<file path="src/rtl/pulse_stretcher.sv">
//==============================================================================
// Module   : pulse_stretcher
// Brief    : Stretches one-cycle strobes into HIGH_CYCLES-high / LOW_CYCLES-low
//            level bursts, queueing strobes that arrive mid-burst.
//            Optional macro: PULSE_STRETCH_RETRIGGER_EN (pulses during HIGH
//            extend the high phase instead of queueing).
// Revision : 1.0 - initial release
//==============================================================================
`default_nettype none

module pulse_stretcher #(
    parameter int HIGH_CYCLES = 4,
    parameter int LOW_CYCLES  = 2,
    parameter int PEND_W      = 2
) (
    input  logic              clock,
    input  logic              reset,
    input  logic              pulse_in,
    input  logic              clear_ovf,
    output logic              level_out,
    output logic              busy,
    output logic [PEND_W-1:0] pending,
    output logic              overflow
);

    localparam int MAX_CYCLES = (HIGH_CYCLES > LOW_CYCLES) ? HIGH_CYCLES : LOW_CYCLES;
    localparam int CW         = (MAX_CYCLES > 1) ? $clog2(MAX_CYCLES) : 1;

    localparam logic [CW-1:0]     HIGH_LOAD = CW'(HIGH_CYCLES - 1);
    localparam logic [CW-1:0]     LOW_LOAD  = CW'(LOW_CYCLES - 1);
    localparam logic [CW-1:0]     CNT_ONE   = CW'(1);
    localparam logic [PEND_W-1:0] PEND_ONE  = PEND_W'(1);

    localparam logic [1:0] ST_IDLE = 2'd0;
    localparam logic [1:0] ST_HIGH = 2'd1;
    localparam logic [1:0] ST_LOW  = 2'd2;

    logic [1:0]        state_q, state_d;
    logic [CW-1:0]     cnt_q,   cnt_d;
    logic [PEND_W-1:0] pend_q,  pend_d;
    logic              ovf_q,   ovf_d;
    logic              level_q, level_d;
    logic              busy_q,  busy_d;

    logic w_cnt_zero;
    logic w_pend_nz;
    logic w_pend_max;
    logic w_pend_inc;
    logic w_pend_dec;
    logic w_ovf_set;

    assign w_cnt_zero = (cnt_q == '0);
    assign w_pend_nz  = (pend_q != '0);
    assign w_pend_max = &pend_q;

    always_comb begin
        state_d    = state_q;
        cnt_d      = cnt_q;
        w_pend_inc = 1'b0;
        w_pend_dec = 1'b0;

        case (state_q)
            ST_IDLE: begin
                if (pulse_in) begin
                    state_d = ST_HIGH;
                    cnt_d   = HIGH_LOAD;
                end
            end

            ST_HIGH: begin
`ifdef PULSE_STRETCH_RETRIGGER_EN
                if (pulse_in) begin
                    cnt_d = HIGH_LOAD;
                end else if (w_cnt_zero) begin
                    state_d = ST_LOW;
                    cnt_d   = LOW_LOAD;
                end else begin
                    cnt_d = cnt_q - CNT_ONE;
                end
`else
                w_pend_inc = pulse_in;
                if (w_cnt_zero) begin
                    state_d = ST_LOW;
                    cnt_d   = LOW_LOAD;
                end else begin
                    cnt_d = cnt_q - CNT_ONE;
                end
`endif
            end

            ST_LOW: begin
                if (w_cnt_zero) begin
                    if (w_pend_nz) begin
                        // Replay the oldest queued pulse; a strobe this cycle joins the queue.
                        state_d    = ST_HIGH;
                        cnt_d      = HIGH_LOAD;
                        w_pend_dec = 1'b1;
                        w_pend_inc = pulse_in;
                    end else if (pulse_in) begin
                        state_d = ST_HIGH;
                        cnt_d   = HIGH_LOAD;
                    end else begin
                        state_d = ST_IDLE;
                        cnt_d   = '0;
                    end
                end else begin
                    cnt_d      = cnt_q - CNT_ONE;
                    w_pend_inc = pulse_in;
                end
            end

            default: begin
                state_d = ST_IDLE;
                cnt_d   = '0;
            end
        endcase
    end

    always_comb begin
        pend_d    = pend_q;
        w_ovf_set = 1'b0;

        if (w_pend_inc && !w_pend_dec) begin
            if (w_pend_max) begin
                w_ovf_set = 1'b1;
            end else begin
                pend_d = pend_q + PEND_ONE;
            end
        end else if (w_pend_dec && !w_pend_inc) begin
            pend_d = pend_q - PEND_ONE;
        end

        // A loss event in the same cycle as a clear must remain visible.
        if (w_ovf_set) begin
            ovf_d = 1'b1;
        end else if (clear_ovf) begin
            ovf_d = 1'b0;
        end else begin
            ovf_d = ovf_q;
        end

        level_d = (state_d == ST_HIGH);
        busy_d  = (state_d != ST_IDLE);
    end

    always_ff @(posedge clock or posedge reset) begin
        if (reset) begin
            state_q <= ST_IDLE;
            cnt_q   <= '0;
            pend_q  <= '0;
            ovf_q   <= 1'b0;
            level_q <= 1'b0;
            busy_q  <= 1'b0;
        end else begin
            state_q <= state_d;
            cnt_q   <= cnt_d;
            pend_q  <= pend_d;
            ovf_q   <= ovf_d;
            level_q <= level_d;
            busy_q  <= busy_d;
        end
    end

    assign level_out = level_q;
    assign busy      = busy_q;
    assign pending   = pend_q;
    assign overflow  = ovf_q;

endmodule

`default_nettype wire

</file>
<file path="config.mk">
export PLATFORM = sky130hd
export DESIGN_NAME = pulse_stretcher
export DESIGN_NICKNAME = d
export VERILOG_FILES = /design/src/rtl/pulse_stretcher.sv
export SDC_FILE = /design/constraint.sdc
export NUM_CORES = 1
export LEC_CHECK = 0
export CORE_MARGIN = 3
export CORE_UTILIZATION = 32
export CTS_CLUSTER_DIAMETER = 150
export DETAILED_ROUTE_END_ITERATION = 8
export GPL_TIMING_DRIVEN = 0
export PLACE_DENSITY = 0.53
export SLEW_MARGIN = 15
export SYNTH_ARGS = -nofsm -noshare
export SYNTH_HDL_FRONTEND = slang
export SYNTH_SLANG_ARGS = --single-unit
</file>
<file path="constraint.sdc">
create_clock -name clock -period 1.8 [get_ports clock]
set_input_delay 0.36 -clock clock [delete_from_list [all_inputs] [get_ports clock]]
set_output_delay 0.36 -clock clock [all_outputs]
set_load 0.01 [all_outputs]
</file>
==> flow_summary.toml <==
[timing]
drv_slew = 0
fmax_mhz = 574.9
setup_viol = 0
finClkSkew_ps = 0.6430
rsz0062_at_grt = "yes"
maxSlewHeadroom_pct = 77.99
fin_crit_ps = 1740
setup_ws_ps = 60.49
finalHoldViolations = 0
worst_slew_pin_slew_ps = 328.2
fin_crit_sh_pct = 96.64

[worst_setup_path]
crit_type = "reg2reg"
r2r_slack_ps = 60
arrival_ps = 1880
crit-reg2reg-capture = "level_out"
path_max_fanout = 8
endpoint = "level_out"
endpoint_kind = "flip-flop"
worstPathRequired_ps = 1940
r2r-start = "state_q[0]"
rr_worst_depth = 7
cp-start-kind = "flip-flop"
cp-startpoint = "state_q[0]"

[global_route]
grt_pass1_vias = 479
grt_use_total_pct = 10.96
overflow = 0
grt_pass1_wl_um = 2097
grt_max_degree = 11
antenna_found_initial = 0

[layout]
final_core_utilization_pct = 47.67
final_common_cell = "dfrtp_1"
antenna_cells = 0
drive_gt1_share_pct = 24.00
fillCellCount = 167
nets = 84
seq_area_um2 = 225.2
stdcell_count = 99
multi_input_area_um2 = 371.6
layout_common_cells = "9 x dfrtp_1, 7 x clkdlybuf4s50_1, 5 x a21oi_1, 5 x o21ai_0, 5 x nand2_1"
areaGrowthSynthToFinish_pct = 31.20

[power]
power.density_nw_per_um2 = 1605
vdd_drop_max_mv = 0.7452
leakage_nw = 0.3139

[yosys]
yosysWarningCount = 0
synth_area_per_cell_um2 = 9.445
synth_area_um2 = 585.6
syn_inst = 62
yosysUniqueCellTypes = 32
ys_ff_latch = 9
ys_seq_area_share_pct = 38.46
syn_nets = 70

[clocking]
cts_sinks = 9
htree_levels = 1
cts_made_buffers = 3
insertion_delay_ps = 250
clk_pin_slew_ps = 60
cts_buffer_depth = 2
root_buffer = "clkbuf_4"
cts_tree = "built"
hold_buffers = 0

[route]
dr_total_vias = 512
drt_first_pass_iters = 2
drc = 0
ant_nets = 0
routed_wirelength_um = 1251
vias_per_cell = 5.172
drt_iter0_markers = 4
wl_per_cell_um = 12.64

[floorplan]
core-area_um2 = 1612
die_height_um = 48.78
num_io_pins = 9
dieArea_um2 = 2379
die_x_um = 48.78
num_rows = 14
initial_core_util_pct = 36.34

[run_status]
status = "completed"

[place]
gp_congestion = 0.7535
numPortBuffers = 8
placed_cells_incl_taps = 94
post-dp-hpwl_um = 861.9
dp_slack_ps = -214.6

[worst_hold_path]
min_path_type = "in2async"

[job]
maxCapViolCount = 0
==> metrics by stage <==
step,power (W),area [µm²],hold slack [ps],TNS [ps]
after CTS,0.001163,730.7,365.1,0
final,0.001233,768.2,360.3,0
after global routing,0.001355,768.2,383.2,-27.03
after floorplan,0.0007847,585.6,187.9,0
after detailed placement,0.0009919,695.7,525.7,-717.0
after global placement,0.0009943,695.7,519.9,-725.7
==> registers in the layout, indices dropped and copies added, names as in the netlist <==
| name | count |
|---|---|
| cnt_q | 2 |
| pending | 2 |
| state_q | 2 |
| busy | 1 |
| level_out | 1 |
| overflow | 1 |
==> cells by family (layout without fill, tap and decap cells) <==
| logic type | Yosys count | in the layout | share of synthesized area [%] |
|---|---|---|---|
| and+or+nand+nor | 22 | 22 | 23.93 |
| adders and majority gates | 4 | 4 | 8.547 |
| buffers and inverters | 6 | 19 | 4.058 |
| AOI/OAI and AO/OA | 21 | 21 | 25.00 |
| DFF | 9 | 9 | 38.46 |
==> report_power, final <==
part           switching [W]  internal [W]
sequential          0.000104      0.000292
clock              0.0000623     0.0000849
combinational       0.000364      0.000325
==> worst min-delay path by stage <==
stage | to | slack (ps) | cells after the start
2_1_floorplan | busy | 190 | 1
3_3_place_gp | overflow | 520 | 2
3_5_place_dp | overflow | 530 | 2
4_1_cts | overflow | 370 | 2
5_1_grt | level_out | 380 | 2
6_report | overflow | 360 | 2
==> cells in the mapped netlist <==
cell | instances | area [µm²]
a21oi_1 | 5 | 25.02
o21a_1 | 1 | 7.510
clkbuf_1 | 1 | 3.750
nand3_1 | 2 | 10.01
a211oi_1 | 1 | 7.510
o31ai_1 | 1 | 7.510
o221a_2 | 1 | 11.26
and2_1 | 1 | 6.260
a21o_1 | 1 | 7.510
a31o_1 | 1 | 8.760
o21ai_0 | 5 | 25.02
nor2_4 | 1 | 11.26
nor3b_1 | 1 | 7.510
ha_1 | 4 | 50.05
dfrtp_1 | 9 | 225.2
a31oi_1 | 1 | 6.260
nor4b_1 | 1 | 8.760
and4b_2 | 1 | 11.26
o211ai_1 | 1 | 7.510
or3_4 | 1 | 11.26
inv_1 | 4 | 15.01
and2b_2 | 1 | 8.760
nand2_1 | 5 | 18.77
a311oi_2 | 1 | 15.01
nand2b_1 | 1 | 6.260
o41ai_1 | 1 | 8.760
and2_2 | 1 | 7.510
nor2_2 | 1 | 6.260
buf_2 | 1 | 5.000
nor2_1 | 4 | 15.01
a2111oi_0 | 1 | 8.760
and4_4 | 1 | 11.26
==> worst max-delay path: stages, from the launching register on <==
cell,delay (ps)
dfrtp_1,380
buf_4,150
ha_1,180
buf_2,160
o221a_2,260
a311oi_4,280
nor2_2,60
and2_1,150
==> area by class of cell <==
cell class              count  share of cell area, %
multi-input cells          47                  48.37
flip-flops and latches      9                  29.32
repair buffers              9                  11.73
well taps                  24                  3.909
clock buffers               4                  3.420
inverters                   4                  1.954
plain buffers               2                  1.303
==> metal layers <==
| metal | wire [µm] | GRT usage [%] |
|---|---|---|
| met5 | 0 | 0 |
| met4 | 14 | 5.687 |
| met3 | 38 | 1.529 |
| met2 | 547 | 17.42 |
| met1 | 651 | 14.37 |
==> repair_timing <==
action / in CTS / in global routing
buffers inserted: 1 / 0
resized for setup: 1 / 8
cloned: 0 / 0
pin swaps: 0 / 0
setup endpoints to repair: 1 / 4
Power figures use the tool's default switching activity.
